<file path="src/rtl/angle_pair_scheduler.sv">
// rtl/angle_pair_scheduler.sv - round-robin sharing of one lag-to-angle engine across N_PAIR mic pairs
module angle_pair_scheduler #(
    parameter int N_PAIR   = 4,
    parameter int LAG_W    = 6,
    parameter int ANG_W    = 16,
    parameter int CALC_LAT = 3
) (
    input  logic                      clk_60MHz,
    input  logic                      rst_n,
    input  logic [N_PAIR-1:0]         lag_valid,
    input  logic [N_PAIR*LAG_W-1:0]   lag_bus,
    input  logic                      clr_ovf,
    output logic                      calc_ena,
    output logic [LAG_W-1:0]          calc_lag,
    input  logic [ANG_W-1:0]          calc_angle,
    output logic [N_PAIR*ANG_W-1:0]   angle_bus,
    output logic [N_PAIR-1:0]         angle_valid,
    output logic                      frame_done,
    output logic                      busy,
    output logic [N_PAIR-1:0]         ovf
);

    localparam int IDX_W = (N_PAIR < 2) ? 1 : $clog2(N_PAIR);
    localparam int CNT_W = (CALC_LAT < 2) ? 1 : $clog2(CALC_LAT + 1);
    localparam logic [IDX_W:0]   N_EXT    = (IDX_W + 1)'(N_PAIR);
    localparam logic [IDX_W-1:0] LAST_IDX = IDX_W'(N_PAIR - 1);
    localparam logic [CNT_W-1:0] CNT_LAST = CNT_W'(CALC_LAT);
    localparam logic [N_PAIR-1:0] ONE_HOT0 = N_PAIR'(1);

    typedef enum logic {
        S_IDLE,
        S_WAIT
    } state_t;

    state_t                state;
    state_t                state_next;
    logic [N_PAIR-1:0]     pend;
    logic [LAG_W-1:0]      pend_lag [N_PAIR];
    logic [IDX_W-1:0]      rr;
    logic [IDX_W-1:0]      gnt;
    logic [IDX_W-1:0]      gnt_next;
    logic [CNT_W-1:0]      cnt;
    logic [N_PAIR-1:0]     serviced;
    logic                  issue;
    logic                  capture;
    logic [N_PAIR-1:0]     issue_mask;
    logic [N_PAIR-1:0]     cap_mask;

    // Round-robin search starting at rr, wrapping modulo N_PAIR.
    always_comb begin
        logic [IDX_W:0] sum;
        logic           found;
        gnt_next = '0;
        found    = 1'b0;
        sum      = '0;
        for (int i = 0; i < N_PAIR; i++) begin
            sum = {1'b0, rr} + (IDX_W + 1)'(i);
            if (sum >= N_EXT) begin
                sum = sum - N_EXT;
            end
            if (!found && pend[sum[IDX_W-1:0]]) begin
                found    = 1'b1;
                gnt_next = sum[IDX_W-1:0];
            end
        end
    end

    always_ff @(posedge clk_60MHz or negedge rst_n) begin
        if (!rst_n) begin
            state <= S_IDLE;
        end else begin
            state <= state_next;
        end
    end

    always_comb begin
        state_next = state;
        issue      = 1'b0;
        capture    = 1'b0;
        case (state)
            S_IDLE: begin
                if (|pend) begin
                    issue      = 1'b1;
                    state_next = S_WAIT;
                end
            end
            S_WAIT: begin
                if (cnt == CNT_LAST) begin
                    capture    = 1'b1;
                    state_next = S_IDLE;
                end
            end
            default: state_next = S_IDLE;
        endcase
    end

    assign issue_mask = issue   ? (ONE_HOT0 << gnt_next) : '0;
    assign cap_mask   = capture ? (ONE_HOT0 << gnt)      : '0;
    assign busy       = (state != S_IDLE);

    // Intake: a strobe on the grant cycle refills the slot after the old lag is issued.
    always_ff @(posedge clk_60MHz or negedge rst_n) begin
        if (!rst_n) begin
            pend <= '0;
            ovf  <= '0;
            for (int k = 0; k < N_PAIR; k++) begin
                pend_lag[k] <= '0;
            end
        end else begin
            for (int k = 0; k < N_PAIR; k++) begin
                if (lag_valid[k]) begin
                    pend_lag[k] <= lag_bus[k*LAG_W +: LAG_W];
                end
            end
            pend <= (pend & ~issue_mask) | lag_valid;
            ovf  <= (ovf & ~{N_PAIR{clr_ovf}}) | (lag_valid & pend & ~issue_mask);
        end
    end

    // calc_lag stays put through WAIT: the engine samples live lag_diff for its sign.
    always_ff @(posedge clk_60MHz or negedge rst_n) begin
        if (!rst_n) begin
            gnt         <= '0;
            rr          <= '0;
            cnt         <= '0;
            calc_ena    <= 1'b0;
            calc_lag    <= '0;
            angle_bus   <= '0;
            angle_valid <= '0;
            frame_done  <= 1'b0;
            serviced    <= '0;
        end else begin
            angle_valid <= cap_mask;
            frame_done  <= 1'b0;
            if (issue) begin
                gnt      <= gnt_next;
                calc_lag <= pend_lag[gnt_next];
                calc_ena <= 1'b1;
                cnt      <= '0;
            end else if (state == S_WAIT) begin
                cnt <= capture ? '0 : cnt + 1'b1;
            end
            if (capture) begin
                for (int k = 0; k < N_PAIR; k++) begin
                    if (cap_mask[k]) begin
                        angle_bus[k*ANG_W +: ANG_W] <= calc_angle;
                    end
                end
                rr       <= (gnt == LAST_IDX) ? '0 : gnt + 1'b1;
                calc_ena <= 1'b0;
                if ((serviced | cap_mask) == {N_PAIR{1'b1}}) begin
                    serviced   <= '0;
                    frame_done <= 1'b1;
                end else begin
                    serviced <= serviced | cap_mask;
                end
            end
        end
    end

endmodule
</file>
<file path="config.mk">
export PLATFORM = sky130hd
export DESIGN_NAME = angle_pair_scheduler
export DESIGN_NICKNAME = d
export VERILOG_FILES = /design/src/rtl/angle_pair_scheduler.sv
export SDC_FILE = /design/constraint.sdc
export NUM_CORES = 1
export LEC_CHECK = 0
export CORE_AREA = 2 2 98 100
export DETAILED_ROUTE_END_ITERATION = 10
export DIE_AREA = 0 0 100 102
export PLACE_DENSITY = 0.85
export SYNTH_ARGS = -nofsm -noshare
export SYNTH_HDL_FRONTEND = slang
export SYNTH_SLANG_ARGS = --single-unit
</file>
<file path="constraint.sdc">
create_clock -name clk_60MHz -period 4.25 [get_ports clk_60MHz]
set_input_delay 0.85 -clock clk_60MHz [delete_from_list [all_inputs] [get_ports clk_60MHz]]
set_output_delay 0.85 -clock clk_60MHz [all_outputs]
set_load 0.03 [all_outputs]
</file>
==> flow_metrics.env, run 1 <==
export IMPL_outcome="completed"
export IMPL_fin_hold_ws_ns=0.451
export IMPL_netlist_top_cells_count="119 x dfrtp_1, 80 x mux2_2, 18 x nand2_1"
export IMPL_dp_hpwl_um=7300
export IMPL_drv_slew=0
export IMPL_min_period_ns=2.62
export IMPL_vias=3132
export IMPL_die_area_um2=10200
export IMPL_area_growth_pct=41.0
export IMPL_die_w_um=100
export IMPL_dr_pass1_iters=4
export IMPL_power_density_nw_per_um2=866
export IMPL_avgSynthCellArea_um2=14.7
export IMPL_synth_net_count=371
export IMPL_synthTopCellsByArea="dfrtp_1 63%, mux2_2 19%, mux2i_1 2.6%"
export IMPL_p_leak_nw=2.85
export IMPL_io_pins=128
export IMPL_wl_um=10800
export IMPL_ys_flop_type="dfrtp_1"
export IMPL_cp_end_kind="output pin"
export IMPL_clkTransAtPathRegs_ns=0.06
export IMPL_worst_clock_skew_ns=0.0132
export IMPL_track_usage=0.229
export IMPL_grt_overflow=0
export IMPL_synth_edf_count=0
export IMPL_synth_most_common_cell="dfrtp_1"
export IMPL_cts_sinks=119
export IMPL_n_antenna_cell=0
export IMPL_antenna_found_initial=0
export IMPL_final_nets=507
export IMPL_grt_setup_unrepaired="false"
export IMPL_slowest_stage="clkdlybuf4s50_1"
export IMPL_core_um2=9110
export IMPL_min_period_over_period=0.616
export IMPL_place_ws_ns=2.18
export IMPL_worst_pin_slew_ns=0.852
export IMPL_drt_iter0_markers=126
export IMPL_cap_violations=0
export IMPL_drcViolationCount=0
export IMPL_avgRoutedWirePerCell_um=18.6
export IMPL_setup_ws_ns=1.63
export IMPL_drive_above_1_share=0.263
export IMPL_critPathMaxFanout=10
export IMPL_h_tree_depth=4
export IMPL_cp_slowest_stage_delay_ns=0.74
export IMPL_ys_warn_count=0
export IMPL_cp_start_kind="flop"
export IMPL_hold_viol=0
export IMPL_dp_cells=547
export IMPL_numPortBuffers=127
export IMPL_worstSetupPathType="reg -> out"
export IMPL_cts_hold_buf=0
export IMPL_insertion_delay_ns=0.52
export IMPL_hp_class="in -> async"
export IMPL_finalNonFillerCells=579
export IMPL_finalPower_mw=5.73
export IMPL_root_buffer="clkbuf_8"
export IMPL_syn_inst=319
export IMPL_place_gp_congestion=0.762
export IMPL_ctsResizeCount=0
export IMPL_ys_types=33
export IMPL_cts_buffers=17
export IMPL_synth_largest_area_cell="dfrtp_1"
export IMPL_drtAntennaViolNets=0
export IMPL_syn_area_um2=4690
export IMPL_grt_max_degree=71
export IMPL_setup_viol=0
export IMPL_vias_per_cell=5.41
export IMPL_tns_ns=0
export IMPL_grt_pass1_vias=3324
export IMPL_cp_data_arrival_time_ns=1.77
export IMPL_cp_required_ns=3.40
export IMPL_peakVddDrop_mv=0.517
export IMPL_dieHeight_um=102
export IMPL_synthArstFlopShare=1.00
export IMPL_rows=35
export IMPL_crit_chain="clkdlybuf4s50_1"
export IMPL_cp_buffers_inverters=1
export IMPL_cpLargestDelayFamily="buffers and inverters"
export IMPL_cts_max_path_buffers=2
export IMPL_seq_area_frac_synth=0.635
export IMPL_grt_pass1_wl_um=17400
export IMPL_slew_headroom=0.432
export IMPL_ys_seq_elements=119
export IMPL_synth_top_area_share=0.635
export IMPL_fmax_ghz=0.382
export IMPL_cts_tree="done"
export IMPL_postCtsSetupBuffers=0
export IMPL_start_util=0.515
worst paths after layout:
path | startpoint | end | slack [ns] | cells past startpoint
worst max-delay path | busy | busy | 1.63 | 1
worst min-delay path | rst_n | angle_bus[56] | 0.45 | 1
worst max register to register | pend[3] | calc_lag[2] | 2.31 | 4
worst min register to register | cnt[0] | cnt[0] | 0.48 | 1
max in group asynchronous | rst_n | pend[1] | 2.91 | 2
min in group clk_60MHz | cnt[0] | cnt[0] | 0.48 | 1
sequential cells by signal (all words and copies together) (netlist names):
| signal | cells |
|---|---|
| busy | 1 |
| cnt | 2 |
| angle_valid | 4 |
| serviced | 4 |
| angle_bus | 64 |
| ovf | 4 |
| pend | 4 |
| frame_done | 1 |
| gnt | 2 |
| pend_lag | 24 |
| calc_ena | 1 |
| rr | 2 |
| calc_lag | 6 |
routing by layer:
metal,routed length (um),vias to the layer above,global-route usage
met1,4300,1593,0.273
met5,0,-,0
met4,203,0,0.0906
met3,428,20,0.0643
met2,5870,108,0.397
li1,-,1411,-
report_power, final:
part | total (mW) | leakage (nW) | internal (mW) | switching [mW]
Clock | 1.35 | 0.256 | 0.835 | 0.515
Combinational | 2.57 | 1.22 | 1.17 | 1.40
Sequential | 1.81 | 1.38 | 1.56 | 0.248
Total | 5.73 | 2.85 | 3.56 | 2.16
placed cells by master (no fill, tap or decap), types with 3 or more instances in the layout:
cell type        instances
clkdlybuf4s50_1        126
dfrtp_1                119
mux2_2                  80
nand2_1                 18
clkbuf_16               16
mux2i_1                 12
nor2_1                  11
inv_1                   10
mux2_1                   8
clkinvlp_4               7
o221ai_1                 6
ha_1                     5
o31ai_1                  4
nand2_2                  4
a22o_1                   3
buf_4                    3
through the flow:
stage / util / area, um2
finish: 0.726 / 6620
global route: 0.726 / 6620
CTS: 0.726 / 6620
detailed placement: 0.664 / 6050
global placement: 0.664 / 6050
floorplan: - / 4690
cells by family after synthesis:
logic type	after synthesis	share of synthesized area
DFF	119	0.635
buffers and inverters	24	0.0243
adders and majority gates	5	0.0133
and+or+nand+nor	43	0.0424
muxes	100	0.237
AOI/OAI and AO/OA	28	0.0485
final cells by class:
cell class | count | area [um2]
clock buffer | 18 | 418
clock inverter | 14 | 153
fill | 589 | 2490
inverter | 12 | 45.0
multi-input combinational | 176 | 1600
sequential | 119 | 2980
tap | 111 | 139
timing repair buffer | 129 | 1280
Power figures use the tool's default switching activity.
==> inputs of run 2 (changes only) <==
- CORE_AREA: 2 2 98 100 -> 2 2 102 104
- DIE_AREA: 0 0 100 102 -> 0 0 104 106
- PLACE_DENSITY: 0.85 -> 0.79
- clock period: 4.25 -> 2.7 ns (I/O delays scaled with it)
==> run 2 against run 1 <==
  * Setup slack worse by 1.2 ns
  * Clock power up 57%
  * Sequential power rose by 56%
  * Largest cell class unchanged
==> flow_metrics.env, run 2 (synthesis gave the netlist of run 1 again) <==
export IMPL_outcome="completed"
export IMPL_fmax_ghz=0.436
export IMPL_core_um2=10000
export IMPL_p_int_mw=5.63
export IMPL_final_nets=509
export IMPL_n_fill_cell=729
export IMPL_rows=37
export IMPL_worstSetupPathType="reg -> out"
export IMPL_postCtsSetupBuffers=0
export IMPL_drt_iter0_markers=111
export IMPL_hp_class="in -> async"
export IMPL_dp_cells=574
export IMPL_setup_ws_ns=0.408
export IMPL_critPathMaxFanout=10
export IMPL_cp_start_kind="flop"
export IMPL_drive_above_1_share=0.264
export IMPL_drv_slew=0
export IMPL_vias_per_cell=5.08
export IMPL_tns_ns=0
export IMPL_min_period_ns=2.29
export IMPL_min_period_over_period=0.849
export IMPL_largest_register="angle_bus"
export IMPL_swShare=0.371
export IMPL_slowest_stage="clkdlybuf4s50_1"
export IMPL_root_buffer="clkbuf_8"
export IMPL_dr_pass1_iters=4
export IMPL_numPortBuffers=127
export IMPL_cp_buffers_inverters=1
export IMPL_crit_chain="clkdlybuf4s50_1"
export IMPL_grt_pass1_wl_um=17000
export IMPL_final_cell_mix="126 x clkdlybuf4s50_1, 119 x dfrtp_1, 80 x mux2_2"
export IMPL_insertion_delay_ns=0.51
export IMPL_ctsResizeCount=0
export IMPL_cp_slowest_stage_delay_ns=0.73
export IMPL_track_usage=0.199
export IMPL_place_ws_ns=0.827
export IMPL_grt_overflow=0
export IMPL_n_antenna_cell=0
export IMPL_switchingPower_mw=3.33
export IMPL_cts_buffers=17
export IMPL_start_util=0.469
export IMPL_dp_hpwl_um=7320
export IMPL_area_growth_pct=41.8
export IMPL_wl_um=10400
export IMPL_power_frac_comb=0.448
export IMPL_finalNonFillerCells=606
export IMPL_cts_hold_buf=0
export IMPL_die_area_um2=11000
export IMPL_slew_headroom=0.515
export IMPL_final_core_util=0.666
export IMPL_p_leak_nw=2.87
export IMPL_cts_sinks=119
export IMPL_pwr_share_clk=0.237
export IMPL_worst_clock_skew_ns=0.00713
export IMPL_grt_max_degree=50
export IMPL_peakVddDrop_mv=0.653
export IMPL_cpLargestDelayFamily="buffers and inverters"
export IMPL_cts_max_path_buffers=2
export IMPL_grt_pass1_vias=3253
export IMPL_clkTransAtPathRegs_ns=0.06
export IMPL_largest_reg_flops=64
export IMPL_cp_data_arrival_time_ns=1.75
export IMPL_avgRoutedWirePerCell_um=17.1
export IMPL_worst_pin_slew_ns=0.727
export IMPL_place_gp_congestion=0.745
export IMPL_h_tree_depth=4
export IMPL_grt_setup_unrepaired="false"
export IMPL_p_seq_frac=0.315
export IMPL_drcViolationCount=0
export IMPL_vias=3076
export IMPL_drtAntennaViolNets=0
export IMPL_die_w_um=104
export IMPL_cts_tree="done"
export IMPL_setup_viol=0
export IMPL_io_pins=128
export IMPL_cp_end_kind="output pin"
export IMPL_hold_viol=0
export IMPL_largestRegisters="angle_bus x64, pend_lag x24, calc_lag x6"
export IMPL_dieHeight_um=106
export IMPL_cap_violations=0
export IMPL_cp_required_ns=2.16
export IMPL_layout_commonest_cell="clkdlybuf4s50_1"
export IMPL_finalPower_mw=8.95
export IMPL_antenna_found_initial=0
export IMPL_power_density_nw_per_um2=1350
run 2: cell types whose count changed in the layout (fill, tap and decap cells not counted):
cell | previous run | this run
inv_6 | 2 | 1
clkinvlp_4 | 7 | 4
clkbuf_8 | 1 | 2
clkbuf_1 | 1 | 2
clkinv_2 | 1 | 4
clkinv_4 | 2 | 1
buf_4 | 3 | 5
run 2: worst reg2reg max path, delay by kind of cell, from the launching register on:
kind | cells | cell delay (ns)
muxes | 1 | 0.31
AOI/OAI and AO/OA | 3 | 1.04
DFF | 1 | 0.46
run 2: power by group through the flow:
stage               logic [mW]  clock network (mW)  registers [mW]
finish                    4.01                2.12            2.82
global route              4.23                2.23            2.91
CTS                       4.05                2.15            2.83
detailed placement        4.04                   0            2.85
global placement          3.95                   0            2.82
floorplan                 1.43                   0            3.90
run 2: final timing paths:
check                        start             to  slack, ns  cells past startpoint
max                           busy           busy       0.41                      1
min                          rst_n  angle_bus[44]       0.05                      1
max reg2reg                pend[3]    calc_lag[5]       0.76                      4
min reg2reg                 cnt[0]         cnt[0]       0.48                      1
max in group asynchronous    rst_n  angle_bus[37]       1.95                      2
min in group clk_60MHz      cnt[0]         cnt[0]       0.48                      1
run 2: cell type report:
class                   instances  area [um2]  area share
inverters                      12        45.0     0.00677
multi-input cells             176        1600       0.240
clock inverters                12         128      0.0192
well taps                     136         170      0.0256
clock buffers                  20         435      0.0654
repair buffers                131        1300       0.195
flip-flops and latches        119        2980       0.447
run 2: through the flow:
stage	cell area, um2	hold slack, ns
global placement	6090	0.464
global route	6660	0.0832
finish	6660	0.0476
floorplan	4690	0.244
detailed placement	6090	0.480
CTS	6660	0.0505
run 2: layer usage:
layer | routed length, um | vias to the layer above | track usage
li1 | - | 1403 | -
met1 | 4310 | 1570 | 0.240
met5 | 0 | - | 0
met2 | 5410 | 90 | 0.338
met4 | 183 | 0 | 0.0830
met3 | 470 | 13 | 0.0576
==> inputs of run 3 (changes only) <==
- CORE_AREA: 2 2 102 104 -> 2 2 108 110
- DIE_AREA: 0 0 104 106 -> 0 0 110 112
- PLACE_DENSITY: 0.79 -> 0.74
- clock period: 2.7 -> 2.1 ns (I/O delays scaled with it)
==> run 3 against run 2 <==
  * Setup slack worse by 0.21 ns
  * First-iteration DRC count decreased by 20%
  * Non-clock buffer count fell by 1
  * Core utilization decreased by 6.6 points
  * Total power rose by 30%
==> flow_metrics.env, run 3 (synthesis gave the netlist of run 1 again) <==
export IMPL_worst_clock_skew_ns=0.00857
export IMPL_grt_pass1_vias=3329
export IMPL_min_period_ns=1.90
export IMPL_vias=3040
export IMPL_cp_end_kind="output pin"
export IMPL_largestRegisters="angle_bus x64, pend_lag x24, calc_lag x6"
export IMPL_slew_headroom=0.595
export IMPL_setup_ws_ns=0.202
export IMPL_min_period_over_period=0.904
export IMPL_drive_above_1_share=0.262
export IMPL_grt_max_degree=45
export IMPL_start_util=0.420
export IMPL_die_w_um=110
export IMPL_place_ws_ns=0.309
export IMPL_vias_per_cell=4.97
export IMPL_track_usage=0.183
export IMPL_cp_start_kind="flop"
export IMPL_wl_um=10400
export IMPL_cts_tree="done"
export IMPL_multi_input_area_um2=1600
export IMPL_dieHeight_um=112
export IMPL_io_pins=128
export IMPL_n_fill_cell=881
export IMPL_hp_class="in -> async"
export IMPL_cp_slowest_stage_delay_ns=0.69
export IMPL_grt_setup_unrepaired="false"
export IMPL_drt_iter0_markers=89
export IMPL_die_area_um2=12300
export IMPL_core_um2=11200
export IMPL_worstSetupStartpoint="calc_lag[0]"
export IMPL_postCtsSetupBuffers=0
export IMPL_antenna_found_initial=0
export IMPL_rows=39
export IMPL_hold_viol=0
export IMPL_outcome="completed"
export IMPL_dr_pass1_iters=4
export IMPL_cp_required_ns=1.68
export IMPL_numPortBuffers=127
export IMPL_setup_viol=0
export IMPL_peakVddDrop_mv=0.857
export IMPL_dp_hpwl_um=7450
export IMPL_p_leak_nw=2.89
export IMPL_cts_sinks=119
export IMPL_root_buffer="clkbuf_16"
export IMPL_critPathMaxFanout=2
export IMPL_clkTransAtPathRegs_ns=0.06
export IMPL_power_density_nw_per_um2=1730
export IMPL_worst_pin_slew_ns=0.608
export IMPL_cts_buffers=17
export IMPL_h_tree_depth=4
export IMPL_final_cell_mix="125 x clkdlybuf4s50_1, 119 x dfrtp_1, 80 x mux2_2"
export IMPL_cp_data_arrival_time_ns=1.48
export IMPL_layout_commonest_cell="clkdlybuf4s50_1"
export IMPL_grt_overflow=0
export IMPL_avgRoutedWirePerCell_um=17.0
export IMPL_worstSetupPathType="reg -> out"
export IMPL_insertion_delay_ns=0.41
export IMPL_n_antenna_cell=0
export IMPL_largest_register="angle_bus"
export IMPL_final_nets=508
export IMPL_r2r_start="cnt[0]"
export IMPL_cpLargestDelayFamily="buffers and inverters"
export IMPL_drv_slew=0
export IMPL_drtAntennaViolNets=0
export IMPL_grt_pass1_wl_um=17000
export IMPL_fin_hold_ws_ns=0.0162
export IMPL_largest_reg_flops=64
export IMPL_drcViolationCount=0
export IMPL_crit_chain="clkdlybuf4s50_1"
export IMPL_area_growth_pct=42.7
export IMPL_tns_ns=0
export IMPL_slowest_stage="clkdlybuf4s50_1"
export IMPL_cap_violations=0
export IMPL_fmax_ghz=0.527
export IMPL_place_gp_congestion=0.759
export IMPL_cts_max_path_buffers=2
export IMPL_cp_buffers_inverters=1
export IMPL_regArea_um2=2980
## run 3: power by group
group | leakage, nW | internal, mW | switching (mW)
clock | 0.282 | 1.76 | 1.04
sequential | 1.38 | 3.16 | 0.490
combinational | 1.23 | 2.38 | 2.79
## run 3: metal layers
layer	up-vias	wire length (um)	GRT usage
met2	66	5600	0.318
met3	12	413	0.0492
met4	0	146	0.0641
met1	1550	4270	0.216
li1	1412	-	-
met5	-	0	0
## run 3: layout make-up
class | instances | share of cell area
Clock buffer | 19 | 0.0646
Clock inverter | 13 | 0.0220
Inverter | 12 | 0.00673
Multi-Input combinational cell | 176 | 0.239
Sequential cell | 119 | 0.445
Tap cell | 143 | 0.0267
Timing Repair Buffer | 130 | 0.196
## run 3: repair_timing
action                     in CTS  in global routing
gates resized for setup         1                  0
hold buffers                    0                  0
setup endpoints to repair       1                  0
## run 3: through the flow
stage / total power, mW / instances / instance area [um2] / utilization
2_1_floorplan: 6.85 / 319 / 4690 / -
3_3_place_gp: 8.77 / 580 / 6120 / 0.548
3_5_place_dp: 8.90 / 580 / 6120 / 0.548
4_1_cts: 11.7 / 612 / 6700 / 0.599
5_1_grt: 12.2 / 612 / 6700 / 0.599
6_report: 11.6 / 612 / 6700 / 0.599
## run 3: path summary, 6_finish.rpt
path | end | slack [ns] | cells after the start
max reg2reg | angle_bus[34] | 0.32 | 4
min reg2reg | cnt[0] | 0.48 | 1
max | calc_lag[0] | 0.20 | 1
min | angle_bus[44] | 0.02 | 1
max in group asynchronous | pend_lag[21] | 1.45 | 2
min in group clk_60MHz | cnt[0] | 0.48 | 1
